===== src/rtl/atmega_spi_s_if.sv =====
// atmega_spi_s_if: IO register bus between the ATmega core and the SPI slave.
interface atmega_spi_s_if #(parameter int BUS_ADDR_IO_LEN = 6);
    logic [BUS_ADDR_IO_LEN-1:0] addr;
    logic                       wr;
    logic                       rd;
    logic [7:0]                 bus_in;
    logic [7:0]                 bus_out;
    logic                       irq;
    logic                       int_rst;
    modport master (output addr, wr, rd, bus_in, int_rst, input bus_out, irq);
    modport slave  (input addr, wr, rd, bus_in, int_rst, output bus_out, irq);
endinterface


===== src/rtl/atmega_spi_s.sv =====
// atmega_spi_s: SPI slave (CPHA=0) on the SPCR/SPSR/SPDR IO bus.
// Define ATMEGA_SPI_S_RX_BUF_EN for a one-deep RX holding buffer with overrun flag.
module atmega_spi_s #(
    parameter int BUS_ADDR_IO_LEN = 6,
    parameter int SPCR_ADDR       = 0,
    parameter int SPSR_ADDR       = 1,
    parameter int SPDR_ADDR       = 2
) (
    input  logic                 clk,
    input  logic                 rst,
    atmega_spi_s_if.slave        bus,
    output logic                 io_connect_o,
    input  logic                 ss_n_i,
    input  logic                 sck_i,
    input  logic                 mosi_i,
    output logic                 miso_o,
    output logic                 miso_oe_o
);
    localparam logic [BUS_ADDR_IO_LEN-1:0] A_SPCR = BUS_ADDR_IO_LEN'(SPCR_ADDR);
    localparam logic [BUS_ADDR_IO_LEN-1:0] A_SPSR = BUS_ADDR_IO_LEN'(SPSR_ADDR);
    localparam logic [BUS_ADDR_IO_LEN-1:0] A_SPDR = BUS_ADDR_IO_LEN'(SPDR_ADDR);

    logic [1:0] ss_q, mosi_q;
    logic [2:0] sck_q, bit_cnt_q;
    logic [7:0] spcr_q, rx_data_q, rx_shift_q, tx_shift_q, tx_hold_q, rx_shift_d, tx_shift_d;
    logic       spif_q, wcol_q, ovr_q, spsr0_q, rd_old_q, reload_q;
    logic       en, dord, cpol, active, rise, fall, lead, trail, done, spdr_wr, spdr_rd_fall, clr;
`ifdef ATMEGA_SPI_S_RX_BUF_EN
    logic [7:0] buf_q;
    logic       buf_full_q;
`endif

    always_comb begin
        en           = spcr_q[6];
        dord         = spcr_q[5];
        cpol         = spcr_q[3];
        active       = en & ~ss_q[1];
        rise         = sck_q[1] & ~sck_q[2];
        fall         = ~sck_q[1] & sck_q[2];
        lead         = active & (cpol ? fall : rise);
        trail        = active & (cpol ? rise : fall);
        done         = lead & (bit_cnt_q == 3'd7);
        rx_shift_d   = dord ? {mosi_q[1], rx_shift_q[7:1]} : {rx_shift_q[6:0], mosi_q[1]};
        tx_shift_d   = dord ? {1'b1, tx_shift_q[7:1]} : {tx_shift_q[6:0], 1'b1};
        spdr_wr      = bus.wr & (bus.addr == A_SPDR);
        spdr_rd_fall = rd_old_q & ~bus.rd & (bus.addr == A_SPDR);
        clr          = bus.int_rst | spdr_rd_fall;
        io_connect_o = en;
        miso_oe_o    = active;
        miso_o       = ~en | (dord ? tx_shift_q[0] : tx_shift_q[7]);
        bus.irq      = spif_q & spcr_q[7];
        bus.bus_out  = !bus.rd ? 8'h00 :
                       bus.addr == A_SPCR ? spcr_q :
                       bus.addr == A_SPSR ? {spif_q, wcol_q, ovr_q, 4'b0000, spsr0_q} :
                       bus.addr == A_SPDR ? rx_data_q : 8'h00;
    end

    always_ff @(posedge clk) begin
        if (rst) begin
            ss_q       <= 2'b11;
            sck_q      <= 3'b000;
            mosi_q     <= 2'b00;
            spcr_q     <= 8'h00;
            rx_data_q  <= 8'h00;
            rx_shift_q <= 8'h00;
            tx_shift_q <= 8'hFF;
            tx_hold_q  <= 8'hFF;
            bit_cnt_q  <= 3'd0;
            spif_q     <= 1'b0;
            wcol_q     <= 1'b0;
            ovr_q      <= 1'b0;
            spsr0_q    <= 1'b0;
            rd_old_q   <= 1'b0;
            reload_q   <= 1'b0;
`ifdef ATMEGA_SPI_S_RX_BUF_EN
            buf_q      <= 8'h00;
            buf_full_q <= 1'b0;
`endif
        end else begin
            ss_q     <= {ss_q[0], ss_n_i};
            sck_q    <= {sck_q[1:0], sck_i};
            mosi_q   <= {mosi_q[0], mosi_i};
            rd_old_q <= bus.rd;
            if (bus.wr && bus.addr == A_SPCR) spcr_q <= bus.bus_in;
            if (bus.wr && bus.addr == A_SPSR) spsr0_q <= bus.bus_in[0];
            if (clr) begin
                spif_q <= 1'b0;
                wcol_q <= 1'b0;
                ovr_q  <= 1'b0;
            end
`ifdef ATMEGA_SPI_S_RX_BUF_EN
            if (spdr_rd_fall && buf_full_q) begin
                rx_data_q  <= buf_q;
                buf_full_q <= 1'b0;
                spif_q     <= 1'b1;
            end
`endif
            if (!active) begin
                bit_cnt_q  <= 3'd0;
                rx_shift_q <= 8'h00;
                tx_shift_q <= tx_hold_q;
                reload_q   <= 1'b0;
            end else begin
                if (lead) begin
                    rx_shift_q <= rx_shift_d;
                    bit_cnt_q  <= bit_cnt_q + 3'd1;
                end
                if (done) begin
                    spif_q    <= 1'b1;
                    tx_hold_q <= 8'hFF;
                    reload_q  <= 1'b1;
`ifdef ATMEGA_SPI_S_RX_BUF_EN
                    if (!spif_q) rx_data_q <= rx_shift_d;
                    else if (!buf_full_q) begin
                        buf_q      <= rx_shift_d;
                        buf_full_q <= 1'b1;
                    end else ovr_q <= 1'b1;
`else
                    rx_data_q <= rx_shift_d;
`endif
                end
                if (trail) begin
                    tx_shift_q <= reload_q ? tx_hold_q : tx_shift_d;
                    reload_q   <= 1'b0;
                end
            end
            // A write is only accepted between bytes; otherwise it collides.
            if (spdr_wr) begin
                if (bit_cnt_q == 3'd0) begin
                    tx_hold_q  <= bus.bus_in;
                    tx_shift_q <= bus.bus_in;
                end else wcol_q <= 1'b1;
            end
        end
    end
endmodule


===== src/flat_wrapper.sv =====
// flat-port wrapper written by rule: the top's interface ports become plain ports
module atmega_spi_s_flat 
#(
    parameter int BUS_ADDR_IO_LEN = 6,
    parameter int SPCR_ADDR       = 0,
    parameter int SPSR_ADDR       = 1,
    parameter int SPDR_ADDR       = 2
)
  (clk, rst, io_connect_o, ss_n_i, sck_i, mosi_i, miso_o, miso_oe_o, bus_addr, bus_wr, bus_rd, bus_bus_in, bus_int_rst, bus_bus_out, bus_irq);
  atmega_spi_s_if #(.BUS_ADDR_IO_LEN(BUS_ADDR_IO_LEN)) bus_i ();
  input  logic clk;
  input  logic rst;
  output logic io_connect_o;
  input  logic ss_n_i;
  input  logic sck_i;
  input  logic mosi_i;
  output logic miso_o;
  output logic miso_oe_o;
  input wire logic [$bits(bus_i.addr)-1:0] bus_addr;
  input wire logic [$bits(bus_i.wr)-1:0] bus_wr;
  input wire logic [$bits(bus_i.rd)-1:0] bus_rd;
  input wire logic [$bits(bus_i.bus_in)-1:0] bus_bus_in;
  input wire logic [$bits(bus_i.int_rst)-1:0] bus_int_rst;
  output wire logic [$bits(bus_i.bus_out)-1:0] bus_bus_out;
  output wire logic [$bits(bus_i.irq)-1:0] bus_irq;
  assign bus_i.addr = bus_addr;
  assign bus_i.wr = bus_wr;
  assign bus_i.rd = bus_rd;
  assign bus_i.bus_in = bus_bus_in;
  assign bus_i.int_rst = bus_int_rst;
  assign bus_bus_out = bus_i.bus_out;
  assign bus_irq = bus_i.irq;
  atmega_spi_s #(.BUS_ADDR_IO_LEN(BUS_ADDR_IO_LEN), .SPCR_ADDR(SPCR_ADDR), .SPSR_ADDR(SPSR_ADDR), .SPDR_ADDR(SPDR_ADDR)) u_core (.clk(clk), .rst(rst), .bus(bus_i), .io_connect_o(io_connect_o), .ss_n_i(ss_n_i), .sck_i(sck_i), .mosi_i(mosi_i), .miso_o(miso_o), .miso_oe_o(miso_oe_o));
endmodule

===== config.mk =====
export PLATFORM = sky130hd
export DESIGN_NAME = atmega_spi_s_flat
export DESIGN_NICKNAME = d
export VERILOG_FILES = /design/src/rtl/atmega_spi_s_if.sv /design/src/rtl/atmega_spi_s.sv /design/src/flat_wrapper.sv
export SDC_FILE = /design/constraint.sdc
export NUM_CORES = 1
export LEC_CHECK = 0
export CELL_PAD_IN_SITES_DETAIL_PLACEMENT = 0
export CELL_PAD_IN_SITES_GLOBAL_PLACEMENT = 1
export CORE_MARGIN = 1.5
export CORE_UTILIZATION = 39
export CTS_BUF_LIST = sky130_fd_sc_hd__clkbuf_8
export CTS_CLUSTER_SIZE = 40
export DETAILED_ROUTE_END_ITERATION = 7
export PLACE_DENSITY_LB_ADDON = 0.12
export SLEW_MARGIN = 20
export SYNTH_ARGS = -nofsm -noshare
export SYNTH_HDL_FRONTEND = slang
export SYNTH_SLANG_ARGS = --single-unit

===== constraint.sdc =====
create_clock -name clk -period 1.5 [get_ports clk]
set_input_delay 0.15 -clock clk [delete_from_list [all_inputs] [get_ports clk]]
set_output_delay 0.15 -clock clk [all_outputs]
set_load 0.005 [all_outputs]

==> run metrics <==
final instance area=0.00421 mm^2; Maximum Capacitance Violations=0; FF/Latch Area=0.00112 mm^2; status=complete, but fails checks; peak ir drop on the vdd network=0.000349 V; asr flop ratio synth=0; hpwl dp=4780 um; family with the most delay on the worst path=simple AND/OR/NAND/NOR gates; highest fanout seen on the critical path=2; wire length of the first global-routing pass=12100 um; post-route antenna net violation count=0; iteration-0 DRC count of the detailed router=163; Critical Path Max Stage Delay=0.56 ns; cell-by-cell trace of the critical path=buf_6, or4_4, buf_6, nor2_4, buf_6, a22oi_2, nor2_1, buf_2; Core Box Area=0.00642 mm^2; register-to-register setup slack=-0.12 ns; height of the chip=85.2 um; Via Count=2503; Slew Viols, Final=0; number of flip-flops and latches in the synthesized netlist=55; Diodes inserted=0; Crit path arrival time=1.47 ns; final hold violation count=0; area of combinational cells with multiple inputs=0.00180 mm^2; largest buffer count on any clock path=2; Setup Total Neg Slack=-2.33 ns; number of nets in the finished design=402; share of synthesized area occupied by flip-flops and latches=0.418; CTS sink cnt=55; most area-consuming cells after synthesis=sky130_fd_sc_hd__dfxtp_1, sky130_fd_sc_hd__mux2i_1, sky130_fd_sc_hd__nor2_1; syn nets=313; most frequent cells after synthesis=sky130_fd_sc_hd__dfxtp_1, sky130_fd_sc_hd__nor2_1, sky130_fd_sc_hd__mux2i_1, sky130_fd_sc_hd__a211oi_1; most used standard cell by instance count after synthesis=sky130_fd_sc_hd__dfxtp_1; Avg Vias per Cell=5.51; Hold-fix buffers, CTS=0; distinct cell type count of the synthesized netlist=51; detail-routed net length per standard cell=17.5 um; normalized max-slew margin=0.777; initial antenna violation count=0; count of fill cells added during filler insertion=525; hold slack final=0.385 ns; largest net degree at the start of global routing=26; Syn Area/Cell=9.15 um^2; Horiz. Die Dim=85.2 um; shortest clock period the worst path allows after layout=1.62 ns; Buf+Inv Stages, Crit Path=4; power density of the placed cells=638 mW/mm^2; number of buffers added by the clock tree synthesis step=5; Gate Count Post-Synth=288; area share of the leading cell type in the synthesized netlist=0.418; Cell Area, Placed=0.00338 mm^2; area leader, netlist=sky130_fd_sc_hd__dfxtp_1; data required time of the critical path=1.35 ns; final WL=7960 um; DRT Pass-1 Iters=6; number of H-tree levels=2; predominant post-synthesis flop cell=sky130_fd_sc_hd__dfxtp_1; most prevalent standard cell on the critical path=sky130_fd_sc_hd__buf_6; unrepaired setup endpoints after global routing=yes; Root Buffer=sky130_fd_sc_hd__clkbuf_8; setup clock skew after layout=0.0116 ns; number of enable flip-flop cells after synthesis=0; via count of the first global-routing pass=2371; final period utilization=1.08; Post-route DRC=4; num rows=29; share of final-layout standard cells stronger than drive strength 1=0.467; Post-Route Utilization=0.656; Worst Max-Slew Pin Slew=0.325 ns; Leakage Power=0.00162 uW; failing checks=design-rule violations, negative setup slack; netlist area before placement=0.00264 mm^2; setup slack at placement=-0.786 ns; Critical Path Start Type=primary input; Area growth syn-to-layout=59.9%; crit path max-delay cell type=sky130_fd_sc_hd__or4_4; worst setup margin=-0.117 ns; clock tree from TritonCTS=yes; clock network latency to the later pin of the worst-skew pair=0.32 ns; global routing usage summed across all routing layers=0.212; overflow left after global routing=0; IO Pins=34; input/output buffers=33; initial cell density of the core=0.410; Crit Path Class=in2out; CTS clk-pin slew, worst paths=0.09 ns; count of yosys warnings during synthesis=0; final setup violation count=43; routability congestion estimate from global placement=0.820; maximum clock frequency=618 MHz; critical path endpoint category=output pin; Min-Delay Path Class=in2reg; Die Outline Area=0.00726 mm^2
-- layout by cell type (no fill, tap or decap), types with 3 or more instances in the layout --
| cell | n |
|---|---|
| sky130_fd_sc_hd__clkdlybuf4s50_1 | 17 |
| sky130_fd_sc_hd__mux2i_1 | 19 |
| sky130_fd_sc_hd__nor2b_1 | 7 |
| sky130_fd_sc_hd__buf_6 | 21 |
| sky130_fd_sc_hd__o21bai_1 | 6 |
| sky130_fd_sc_hd__o2bb2ai_4 | 3 |
| sky130_fd_sc_hd__buf_2 | 10 |
| sky130_fd_sc_hd__a32o_1 | 5 |
| sky130_fd_sc_hd__nor2_4 | 6 |
| sky130_fd_sc_hd__buf_4 | 38 |
| sky130_fd_sc_hd__a22oi_2 | 5 |
| sky130_fd_sc_hd__clkbuf_8 | 5 |
| sky130_fd_sc_hd__a21oi_1 | 6 |
| sky130_fd_sc_hd__nor3_4 | 3 |
| sky130_fd_sc_hd__a21oi_2 | 5 |
| sky130_fd_sc_hd__nor3_2 | 4 |
| sky130_fd_sc_hd__a211oi_1 | 10 |
| sky130_fd_sc_hd__buf_12 | 7 |
| sky130_fd_sc_hd__a211oi_2 | 7 |
| sky130_fd_sc_hd__o21ai_1 | 4 |
| sky130_fd_sc_hd__inv_1 | 8 |
| sky130_fd_sc_hd__dfxtp_2 | 6 |
| sky130_fd_sc_hd__nand3_1 | 4 |
| sky130_fd_sc_hd__nor2_1 | 43 |
| sky130_fd_sc_hd__dfxtp_1 | 47 |
| sky130_fd_sc_hd__a22oi_1 | 4 |
| sky130_fd_sc_hd__mux2_2 | 8 |
| sky130_fd_sc_hd__clkbuf_16 | 3 |
| sky130_fd_sc_hd__nand3_2 | 5 |
-- power by group --
part | total [uW] | switching (uW) | internal [uW]
combinational | 237 | 104 | 133
sequential | 1480 | 6.74 | 1470
clock | 976 | 492 | 484
total | 2690 | 602 | 2090
-- cells by family (layout without fill, tap and decap cells) --
| group | Yosys count | in the layout | share of synthesized area |
|---|---|---|---|
| AO/OA/AOI/OAI | 70 | 70 | 0.204 |
| flip-flops | 55 | 55 | 0.418 |
| AND/OR/NAND/NOR | 99 | 99 | 0.196 |
| XOR/XNOR | 1 | 1 | 0.00332 |
| adder cells (fa/ha/maj) | 3 | 3 | 0.0142 |
| multiplexers | 28 | 28 | 0.110 |
| buffers and inverters | 32 | 121 | 0.0546 |
-- stage by stage --
step,power [uW],cells
2_1_floorplan,1580,288
3_3_place_gp,1700,419
3_5_place_dp,1700,419
4_1_cts,2670,446
5_1_grt,2780,454
6_report,2690,454
-- cell type report --
cell class | instances | area share
clock inverters | 2 | 0.00802
clock buffers | 5 | 0.0163
flip-flops and latches | 55 | 0.265
well taps | 77 | 0.0229
multi-input cells | 201 | 0.427
repair buffers | 103 | 0.250
inverters | 11 | 0.0104
-- timing repair --
action,CTS,global route
pin swaps,24,35
setup buffers,19,6
endpoints found under the setup margin,56,55
hold endpoints to repair,0,0
gates cloned,1,3
gates resized for setup,102,72
-- metal layers --
layer	wire length [um]	vias to the layer above	GRT usage
met5	0	-	0
met4	93	0	0.0537
met3	355	10	0.0360
met2	3780	61	0.340
met1	3730	1215	0.298
li1	-	1217	-
-- sequential cells by signal, summed over array words and instances, names as in the netlist --
register	count
u_core.rx_data_q	8
u_core.reload_q	1
u_core.spif_q	1
u_core.bit_cnt_q	3
u_core.tx_hold_q	8
u_core.spcr_q	8
u_core.wcol_q	1
u_core.tx_shift_q	8
u_core.spsr0_q	1
u_core.sck_q	3
u_core.rx_shift_q	8
u_core.ss_q	2
u_core.rd_old_q	1
u_core.mosi_q	2
-- final timing paths --
check                         from                   to  cells after the start
setup / recovery       bus_addr[5]       bus_bus_out[6]                      8
setup reg to reg  u_core.spcr_q[3]  u_core.rx_data_q[0]                      6
hold reg to reg     u_core.ss_q[0]       u_core.ss_q[1]                      1
hold / removal               sck_i      u_core.sck_q[0]                      2
No activity file was read; power rests on OpenSTA's default activity.
